`config.mk`:
```
export PLATFORM = sky130hd
export DESIGN_NAME = risc_mem_arbiter
export DESIGN_NICKNAME = d
export VERILOG_FILES = /design/src/rtl/risc_mem_pkg.sv /design/src/rtl/risc_mem_wait_ctr.sv /design/src/rtl/risc_mem_arbiter.sv
export SDC_FILE = /design/constraint.sdc
export NUM_CORES = 1
export LEC_CHECK = 0
export CAP_MARGIN = 40
export CORE_AREA = 2 2 145 104
export DETAILED_ROUTE_END_ITERATION = 12
export DIE_AREA = 0 0 147 106
export PLACE_DENSITY = 0.84
export SYNTH_ARGS = -nofsm -noshare
export SYNTH_HDL_FRONTEND = slang
export SYNTH_SLANG_ARGS = --single-unit
```
`constraint.sdc`:
```
create_clock -name clk -period 2.15 [get_ports clk]
set_clock_uncertainty 0.1 [all_clocks]
set_input_delay 0.3225 -clock clk [delete_from_list [all_inputs] [get_ports clk]]
set_output_delay 0.3225 -clock clk [all_outputs]
set_load 0.005 [all_outputs]
```
`src/rtl/risc_mem_pkg.sv`:
```
// risc_mem_pkg: shared FSM state and owner encodings for the memory arbiter
package risc_mem_pkg;

    typedef enum logic [1:0] {
        IDLE  = 2'd0,
        ISSUE = 2'd1,
        WAIT  = 2'd2,
        RESP  = 2'd3
    } state_t;

    typedef enum logic {
        OWN_IF = 1'b0,
        OWN_LS = 1'b1
    } owner_t;

    localparam int CTR_W = 4;

endpackage

```
`src/rtl/risc_mem_wait_ctr.sv`:
```
// risc_mem_wait_ctr: loadable down-counter timing the fixed memory latency
//   clk, rst  : clock, asynchronous active-low reset
//   load, val : load val into the counter
//   dec       : decrement by one (holds at zero)
//   is_one    : counter currently reads 1
module risc_mem_wait_ctr
    import risc_mem_pkg::*;
(
    input  logic             clk,
    input  logic             rst,
    input  logic             load,
    input  logic             dec,
    input  logic [CTR_W-1:0] val,
    output logic             is_one
);

    logic [CTR_W-1:0] cnt;

    assign is_one = cnt == CTR_W'(1);

    always_ff @(posedge clk or negedge rst) begin
        if (!rst)
            cnt <= '0;
        else if (load)
            cnt <= val;
        else if (dec && cnt != '0)
            cnt <= cnt - CTR_W'(1);
    end

endmodule

```
`src/rtl/risc_mem_arbiter.sv`:
```
// risc_mem_arbiter: shares one single-port memory between instruction fetch and load/store
//   clk, rst                       : clock, asynchronous active-low reset
//   if_req/if_addr                 : fetch request, held until if_ack
//   if_rdata/if_ack                : fetched word and one-cycle completion pulse
//   ls_req/ls_we/ls_addr/ls_wdata  : load/store request, held until ls_ack
//   ls_rdata/ls_ack                : load data and one-cycle completion pulse
//   mem_en/mem_we/mem_addr/mem_wdata/mem_rdata : memory macro interface
//   busy                           : arbiter is not idle
module risc_mem_arbiter
    import risc_mem_pkg::*;
#(
    parameter int ADDR_W     = 32,
    parameter int DATA_W     = 32,
    parameter int MEM_LAT    = 2,
    parameter int STARVE_MAX = 4
) (
    input  logic              clk,
    input  logic              rst,
    input  logic              if_req,
    input  logic [ADDR_W-1:0] if_addr,
    output logic [DATA_W-1:0] if_rdata,
    output logic              if_ack,
    input  logic              ls_req,
    input  logic              ls_we,
    input  logic [ADDR_W-1:0] ls_addr,
    input  logic [DATA_W-1:0] ls_wdata,
    output logic [DATA_W-1:0] ls_rdata,
    output logic              ls_ack,
    output logic              mem_en,
    output logic              mem_we,
    output logic [ADDR_W-1:0] mem_addr,
    output logic [DATA_W-1:0] mem_wdata,
    input  logic [DATA_W-1:0] mem_rdata,
    output logic              busy
);

    localparam int SW = $clog2(STARVE_MAX + 1);

    state_t        state;
    owner_t        owner;
    logic          own_we;
    logic [SW-1:0] starve;
    logic          is_one;
    logic          pick_ls;

    // Load/store normally wins; fetch is forced once it has been passed over STARVE_MAX times.
    assign pick_ls = ls_req && !(if_req && starve >= SW'(STARVE_MAX));
    assign busy    = state != IDLE;

    risc_mem_wait_ctr u_wait_ctr (
        .clk    (clk),
        .rst    (rst),
        .load   (state == ISSUE),
        .dec    (state == WAIT),
        .val    (CTR_W'(MEM_LAT)),
        .is_one (is_one)
    );

    always_ff @(posedge clk or negedge rst) begin
        if (!rst) begin
            state     <= IDLE;
            owner     <= OWN_IF;
            own_we    <= 1'b0;
            starve    <= '0;
            mem_en    <= 1'b0;
            mem_we    <= 1'b0;
            mem_addr  <= '0;
            mem_wdata <= '0;
            if_rdata  <= '0;
            ls_rdata  <= '0;
            if_ack    <= 1'b0;
            ls_ack    <= 1'b0;
        end else begin
            if_ack <= 1'b0;
            ls_ack <= 1'b0;
            case (state)
                IDLE: if (if_req || ls_req) begin
                    owner     <= pick_ls ? OWN_LS : OWN_IF;
                    own_we    <= pick_ls && ls_we;
                    mem_we    <= pick_ls && ls_we;
                    mem_addr  <= pick_ls ? ls_addr : if_addr;
                    mem_wdata <= pick_ls ? ls_wdata : '0;
                    mem_en    <= 1'b1;
                    starve    <= !pick_ls ? '0 :
                                 (if_req && starve < SW'(STARVE_MAX)) ? starve + SW'(1) : starve;
                    state     <= ISSUE;
                end
                ISSUE: begin
                    mem_en <= 1'b0;
                    mem_we <= 1'b0;
                    state  <= WAIT;
                end
                // The counter reads 1 exactly in the cycle mem_rdata is valid.
                WAIT: if (is_one) begin
                    if (owner == OWN_IF) begin
                        if_rdata <= mem_rdata;
                        if_ack   <= 1'b1;
                    end else begin
                        if (!own_we)
                            ls_rdata <= mem_rdata;
                        ls_ack <= 1'b1;
                    end
                    state <= RESP;
                end
                RESP: state <= IDLE;
            endcase
        end
    end

endmodule
```
Word level (Yosys, flattened, before mapping)
Cells that the tools add are included.
{ "classes": {"order_cmp": 2, "mux": 20, "eq_ne": 7, "n_shift": 0, "mul": 0, "div": 0, "bitwise": 2, "n_reduce_logical": 18, "n_addsub": 2} }
{ "ops": {"columns": ["cell", "count"], "rows": [
  ["32-bit two-way mux", 2],
  ["1-bit two-way mux", 9],
  ["4-bit two-way mux", 2],
  ["2-bit case mux with 4 select lines", 1],
  ["3-bit two-way mux", 2],
  ["2-bit AND reduction", 3],
  ["3-bit AND reduction", 2],
  ["2-bit nonzero test", 3],
  ["1-bit logical AND", 5],
  ["2-bit equality test (second input constant)", 2],
  ["4-bit by 1-bit equality test with 1-bit output (second input constant)", 1],
  ["2-bit two-way mux", 2],
  ["2-bit != test (second input constant)", 2],
  ["1-bit case mux with 2 select lines", 2],
  ["4-bit AND reduction", 1],
  ["4-bit nonzero test", 1],
  ["4-bit by 1-bit subtractor with 4-bit output (second input constant)", 1],
  ["3-bit by 1-bit adder with 3-bit output (second input constant)", 1],
  ["3-bit greater-or-equal comparator (second input constant)", 1],
  ["3-bit less-than comparator (second input constant)", 1],
  ["2-bit by 1-bit equality test with 1-bit output (second input constant)", 1],
  ["2-bit logical NOT", 1],
  ["2-bit by 1-bit != test with 1-bit output (second input constant)", 1],
  ["1-bit NOT", 2],
  ["other kinds (2)", 2]
]} }
{ "word_totals": {"regBits": 143, "wordCells": 64, "output_inout_bits": 133, "romBits": 0, "n_memories": 0, "latchBits": 0, "ram_bits": 0} }

Logic depth before layout (Yosys ltp)
Gate-level depths: netlist (run 1).
{ "depth": {"word_depth": 7, "depth_mapped": 7, "depth_no_buf": 5} }

Modules after synthesis
A second synthesis (run 1) with hierarchy kept.
{ "hier_totals": {"hier_cells": 460, "hier_area_um2": 5773.0} }
{ "by_module_without_submodules": {"columns": ["module", "cells_per_inst", "instances", "area_per_inst_um2", "seq_area_each_um2"], "rows": [
  ["risc_mem_arbiter", 431, 1, 5490.3, 3478.3],
  ["risc_mem_wait_ctr", 29, 1, 282.8, 100.1]
]} }

Least setup slack after synthesis (run 1)
Ideal clock, no wire load.
{ "synth_timing": {"path_kind": "flip-flop to flip-flop", "startpoint": "register state[0]", "endpoint": "register if_rdata[0]", "t_required_ps": 1925, "arrival_ps": 1618, "path_stages_with_launch": 8, "path_buffers": 2, "slack_ps": 307, "period_less_slack_ps": 1843, "path_cell_list": "dfrtp_1 > inv_1 > ha_1 > and4bb_1 > nor2b_4 > buf_6 > buf_12 > mux2_4"} }
{ "synth_between": {"elab_chain_len": 2} }
{ "synth_lines": {"columns": ["item", "line_no", "rtl"], "rows": [
  ["start: declaration", "risc_mem_arbiter.sv:39", "state_t state;"],
  ["start signal: assignment", "risc_mem_arbiter.sv:61", "state <= IDLE;"],
  ["start signal: assignment", "risc_mem_arbiter.sv:86", "state <= ISSUE;"],
  ["start signal: assignment", "risc_mem_arbiter.sv:91", "state <= WAIT;"],
  ["2-bit equality test", "risc_mem_arbiter.sv:76", "case (state)"],
  ["3-bit AND reduction (no source line)", null, null],
  ["end signal: assignment", "risc_mem_arbiter.sv:96", "if_rdata <= mem_rdata;"],
  ["end: declaration", "risc_mem_arbiter.sv:21", "output logic [DATA_W-1:0] if_rdata,"]
]} }
Every way passes these cells.
A chain may end at the register's enable or synchronous reset.

Worst setup path after layout (run 1)
{ "layout_timing": {"startpoint": "register u_wait_ctr.cnt[1]", "endpoint": "register if_rdata[22]"} }
{ "layout_between": {"elab_chain_len": 2} }
{ "layout_lines": {"columns": ["item", "line_no", "rtl"], "rows": [
  ["start: declaration", "risc_mem_wait_ctr.sv:17", "logic [CTR_W-1:0] cnt;"],
  ["start signal: assignment", "risc_mem_wait_ctr.sv:25", "cnt <= val;"],
  ["start signal: assignment", "risc_mem_wait_ctr.sv:27", "cnt <= cnt - CTR_W'(1);"],
  ["4-bit by 1-bit equality test with 1-bit output", "risc_mem_wait_ctr.sv:19", "assign is_one = cnt == CTR_W'(1);"],
  ["3-bit AND reduction (no source line)", null, null]
]} }
Every way passes these cells.

==> results.ini, run 1 <==
[yosys]
syn_area_per_cell_um2=12.98
yosysTopAreaCell=dfrtp_1
synth_area_um2=5879
synth_top_area_share=0.6086
yosysSeqAreaShare=0.6086
netlist_instances=453
ys_seq_elements=143
yosysUniqueCellTypes=38
ys_top_cells_by_area=dfrtp_1 (61%), mux2_4 (7.4%), mux2_2 (7.1%)
synth_nets=593
yosys_warnings=0

[clock_network]
htree_levels=4
cts_tree=built
path_clk_slew_ps=60
clkLatencyLatePin_ps=410
clock_path_buffers=2
cts_buffers=17
cts_root_buf=clkbuf_16
clock_sinks=143

[layout]
finalNetCount=869
stdcell_area_um2=9435
final_cell_mix=clkdlybuf4s50_1 (263), dfrtp_1 (143), a21oi_1 (66)
antenna_cells=0
multi_input_area_um2=2086
nFillCells=1052
seq_area_um2=3578
post_route_cells_drive_above_1_share=0.1714
layout.cells.most_common=clkdlybuf4s50_1
syn_to_final_growth_pct=60.48
fin_cells=936

[power_and_ir_drop]
irDropWorstVdd_uv=708.5
power_uw=13520
p_per_area_nw_per_um2=1433
p_leak_uw=0.004084

[critical_path]
timing.rr.start=u_wait_ctr.cnt[1]$_DFFE_PN0P_
crit_path_max_fanout=33
cp.depth=6
slowest_stage=dfrtp_1
worstPathArrival_ps=2220
crit_family=simple AND/OR/NAND/NOR gates
cp-end-kind=flop
cp_slowest_stage_delay_ps=390
cp.required_ps=2350
path_cells=inv_1 > ha_1 > and4bb_1 > nor2b_4 > buf_12 > mux2_2
ff2ff_path_depth=6
start_kind=flop
critPathKind=reg -> reg
worstPathBufferInverterCount=2
crit_start=u_wait_ctr.cnt[1]$_DFFE_PN0P_

[timing]
hold_slack_ps=353.5
finalCritPeriodShare=0.9414
fmax_ghz=0.4941
fin_crit_ps=2024
timing.final.ws_setup_ps=125.9
setup_viol=0
final-hold-violation-count=0
tightest_slew_ps=857.8
slew_headroom=0.4268
finalMaxSlewViolations=0
rsz0062_at_grt=no

[routing]
drc_errors=0
vias=4668
first_iter_violations=226
avgRoutedWirePerCell_um=17.60
ant_nets=0
vias_per_cell=4.987
first_pass_iters=5
routed_wirelength_um=16470

[run_status]
status=completed

[place]
place_area_um2=8773
dp.cells=903
dp_worst_setup_slack_ps=-29.32
hpwl_um=11860
gp_congestion=0.8039
port_buffers=265

[grt]
grt_pass1_vias=4946
grt_use_total=0.2146
grt_max_degree=66
grt_antenna_before_repair=0
globalRouteOverflowTotal=0
grt_pass1_wl_um=26190

[worst_hold_path]
hold_class=in -> reg
worstHoldStart=if_addr[8]
min_path_cells=3

[die]
die_width_um=147
die_area_um2=15580
die_height_um=106
initial_utilization=0.4097
row_count=37
coreArea_um2=14350
ioPinCount=266

[flow_run]
cap_violations=0

-- per-layer routing --
metal  part of all wire  vias to the layer above  global-route usage
met3              0.068                       24             0.06524
met4              0.014                        0             0.07349
met5                  0                        -                   0
li1                   -                     2147                   -
met1               0.41                     2301              0.2591
met2               0.50                      196              0.3689
-- final timing paths --
path	slack [ps]	end
min	350	mem_addr[8]$_DFFE_PN0P_
min in group asynchronous	380	mem_wdata[11]$_DFFE_PN0P_
min reg2reg	400	ls_rdata[13]$_DFFE_PN0P_
max reg2reg	130	if_rdata[22]$_DFFE_PN0P_
max	130	if_rdata[22]$_DFFE_PN0P_
max in group asynchronous	920	mem_wdata[26]$_DFFE_PN0P_
-- area by class of cell --
type | instances | share of cell area
Multi-Input combinational cell | 276 | 0.2211
Timing Repair Buffer | 286 | 0.3038
Sequential cell | 143 | 0.3793
Clock buffer | 18 | 0.04655
Clock inverter | 13 | 0.02148
Inverter | 5 | 0.001989
Tap cell | 195 | 0.02586
-- tightest hold or removal path, cell delays in order --
cell,delay [ps]
clkdlybuf4s50_1,390
nand2_1,60
a21oi_1,50
-- Yosys cell counts, drive strengths merged --
master and number:
a21o 1, mux2 66, clkbuf 7, mux2i 2
nor2 39, a32oi 1, a32o 1, o22a 1
and4bb 1, ha 7, nor4b 1, a21bo 1
inv 5, nand2 37, nor3b 1, and2 1
a31oi 2, a22o 33, buf 22, dfrtp 143
nand3 1, a21oi 66, nand3b 1, nor2b 2
o21ai 5, or3b 2, o21a 1, nand2b 1
nand4 1, a21boi 1
-- registers in the layout, indices dropped and copies added (netlist names) --
register	cells
mem_addr	32
mem_we	1
owner	1
starve	3
if_rdata	32
ls_rdata	32
mem_wdata	32
own_we	1
ls_ack	1
u_wait_ctr.cnt	4
mem_en	1
if_ack	1
state	2
-- power breakdown --
group	total [µW]	internal, µW	switching, µW	leakage, µW
Sequential	4770	3980	788	0.00174
Clock	3180	2000	1180	0.000311
Combinational	5570	3590	1980	0.00203
-- stage by stage --
step,util,TNS (ps)
detailed placement,0.6113,-35.35
global placement,0.6113,0
CTS,0.6573,0
floorplan,-,0
global route,0.6575,0
finish,0.6575,0
-- cell families (layout without fill, tap and decap cells) --
family | after synthesis | after routing | share of synthesized area
fa+ha+maj | 7 | 7 | 0.01490
buf+inv | 34 | 322 | 0.03788
mux | 68 | 68 | 0.1483
flops | 143 | 143 | 0.6086
simple gates | 88 | 88 | 0.06704
compound gates | 113 | 113 | 0.1232
-- repair_timing --
| item | CTS | global route |
|---|---|---|
| hold buffers | 1 | 0 |
| endpoints found under the setup margin | 1 | 1 |
| pin swaps | 0 | 0 |
| hold endpoints to repair | 59 | 0 |
| gates resized for setup | 1 | 1 |
| buffers inserted | 1 | 0 |
No activity file was read; power rests on OpenSTA's default activity.
==> inputs of run 2 (changes only) <==
--- a/config.mk
+++ b/config.mk
@@ -5,11 +5,12 @@
 export SDC_FILE = /design/constraint.sdc
 export NUM_CORES = 1
 export LEC_CHECK = 0
+export ABC_AREA = 1
 export CAP_MARGIN = 40
-export CORE_AREA = 2 2 145 104
+export CORE_AREA = 10 10 154 114
 export DETAILED_ROUTE_END_ITERATION = 12
-export DIE_AREA = 0 0 147 106
-export PLACE_DENSITY = 0.84
+export DIE_AREA = 0 0 164 124
+export PLACE_DENSITY = 0.83
 export SYNTH_ARGS = -nofsm -noshare
 export SYNTH_HDL_FRONTEND = slang
 export SYNTH_SLANG_ARGS = --single-unit
==> run 2 against run 1 <==
Compared with the run above:
- core utilization grew 0.055 points
- largest cell class unchanged
- total power shrank 4.9%
- hold slack lost 36 ps
- clock power shrank 8.2%
- register-to-register slack improved by 270 ps
- via count up 19%
- design area is 0.73% higher
- global-route usage fell by 3.2 points
==> results.ini, run 2 <==
[run_status]
status=completed

[clock_network]
path_clk_slew_ps=60
cts_buffers=17
clkLatencyLatePin_ps=410
htree_levels=4
cts_root_buf=clkbuf_16
clock_sinks=143
clock_path_buffers=2
cts_tree=built
cts_setup_buffers=0

[critical_path]
path_cells=inv_1 > ha_2 > inv_2 > dlygate4sd2_1
r2r_slack_ps=400
ff2ff_path_depth=7
cp.required_ps=1730
slowest_stage=dfrtp_1
worstPathBufferInverterCount=3
worstPathArrival_ps=1510
crit_family=buffers and inverters
critPathKind=reg -> out
timing.rr.start=state[0]$_DFFE_PN0P_
cp_slowest_stage_delay_ps=380
cp-end-kind=output port
start_kind=flop
crit_path_max_fanout=5
r2r-end=mem_addr[24]$_DFFE_PN0P_

[yosys]
post-synth-top-count-cell=nand2_1
yosysSeqAreaShare=0.5963
synthFlopType=dfrtp_1
ys_seq_elements=143
yosys_warnings=0
synth_top_area_share=0.5963
synth-edff-count=0
yosysTopAreaCell=dfrtp_1
netlist_instances=698
ys_top_cells_by_area=dfrtp_1 (60%), nand2_1 (22%), o211ai_1 (4.1%)
syn_area_per_cell_um2=8.597
ys_async_sr_fraction=1.000
synth_nets=838
synth_area_um2=6001
synth_common_cells=nand2_1 (346), dfrtp_1 (143), inv_1 (53)
yosysUniqueCellTypes=23

[die]
ioPinCount=266
die_area_um2=20340
row_count=37
die_height_um=124
die_width_um=164
initial_utilization=0.4155
coreArea_um2=14440

[grt]
globalRouteOverflowTotal=0
grt_pass1_vias=5543
grt_max_degree=66
grt_antenna_before_repair=0
grt_pass1_wl_um=29550
grt_use_total=0.1825

[layout]
final_cell_mix=nand2_1 (345), clkdlybuf4s50_1 (263), dfrtp_1 (143)
syn_to_final_growth_pct=58.38
stdcell_area_um2=9504
antenna_cells=0
layout.cells.most_common=nand2_1
post_route_cells_drive_above_1_share=0.05943
finalNetCount=1103

[power_and_ir_drop]
power_uw=12860
p_per_area_nw_per_um2=1353
irDropWorstVdd_uv=632.3
p_leak_uw=0.004520

[routing]
wl_met2_um=9010
first_iter_violations=400
ant_nets=0
vias_per_cell=4.737
first_pass_iters=4
top_layer=met4
wl_met1_um=7989
avgRoutedWirePerCell_um=16.32
vias=5547
drc_errors=0
dr_wl_met3_um=1904
routed_wirelength_um=19110

[place]
hpwl_um=14330
gp_congestion=0.8023
port_buffers=265
place_area_um2=8909

[timing]
setup_viol=0
finalCritPeriodShare=0.8977
finalMaxSlewViolations=0
fin_crit_ps=1930
tightest_slew_ps=464.0
final-hold-violation-count=0
setup_tns_ps=0
slew_headroom=0.6907
rsz0062_at_grt=no
fmax_ghz=0.5181
hold_slack_ps=317.3

[worst_hold_path]
hold_class=in -> async

[flow_run]
cap_violations=0

-- run 2: kinds of logic (layout without fill, tap and decap cells) --
logic type | Yosys count | after routing | share of synthesized area
simple gates | 374 | 374 | 0.2394
buf+inv | 91 | 369 | 0.06443
compound gates | 83 | 83 | 0.08528
fa+ha+maj | 7 | 7 | 0.01459
flops | 143 | 143 | 0.5963
-- run 2: worst max-delay path by stage --
stage                                     from                  endpoint  cells after the start
after floorplan           state[0]$_DFFE_PN0P_  mem_addr[10]$_DFFE_PN0P_                      9
after global placement                  if_req  mem_addr[19]$_DFFE_PN0P_                      6
after detailed placement                if_req  mem_addr[24]$_DFFE_PN0P_                      6
after CTS                 state[0]$_DFFE_PN0P_                      busy                      4
after global routing      state[0]$_DFFE_PN0P_                      busy                      4
final                     state[0]$_DFFE_PN0P_                      busy                      4
-- run 2: final cells by class --
| class | instances | area, µm² |
|---|---|---|
| fill | 1190 | 4940 |
| sequential | 143 | 3578 |
| timing repair buffer | 280 | 2843 |
| multi-input combinational | 464 | 2041 |
| clock buffer | 18 | 439.2 |
| tap | 195 | 244.0 |
| inverter | 57 | 214.0 |
| clock inverter | 14 | 145.1 |
-- run 2: stage by stage --
step | setup WS (ps) | utilization | std cells
6_report | 219.9 | 0.6580 | 1171
5_1_grt | 130.9 | 0.6580 | 1171
4_1_cts | 193.0 | 0.6580 | 1171
3_5_place_dp | 209.0 | 0.6168 | 1138
3_3_place_gp | 270.6 | 0.6168 | 1138
2_1_floorplan | 523.0 | - | 698
-- run 2: what timing repair did --
action / CTS / global route
resized for setup: 2 / 0
endpoints found under the hold margin: 45 / 0
hold buffers: 1 / 0
setup endpoints to repair: 1 / 0
-- run 2: metal layers --
| layer | track usage | vias up |
|---|---|---|
| li1 | - | 2709 |
| met1 | 0.2202 | 2615 |
| met2 | 0.2956 | 205 |
| met3 | 0.07946 | 18 |
| met4 | 0.04788 | 0 |
| met5 | 0 | - |
-- run 2: worst reg2reg max path, delay by kind of cell (launching register included) --
| family | cells | cell delay [ps] |
|---|---|---|
| compound gates | 2 | 330 |
| simple gates | 1 | 90 |
| fa+ha+maj | 1 | 250 |
| flops | 1 | 380 |
| buf+inv | 3 | 540 |
-- run 2: power by group --
part	internal [µW]	switching, µW	total (µW)
logic	2950	2400	5340
registers	3930	667	4600
clock network	1670	1250	2920
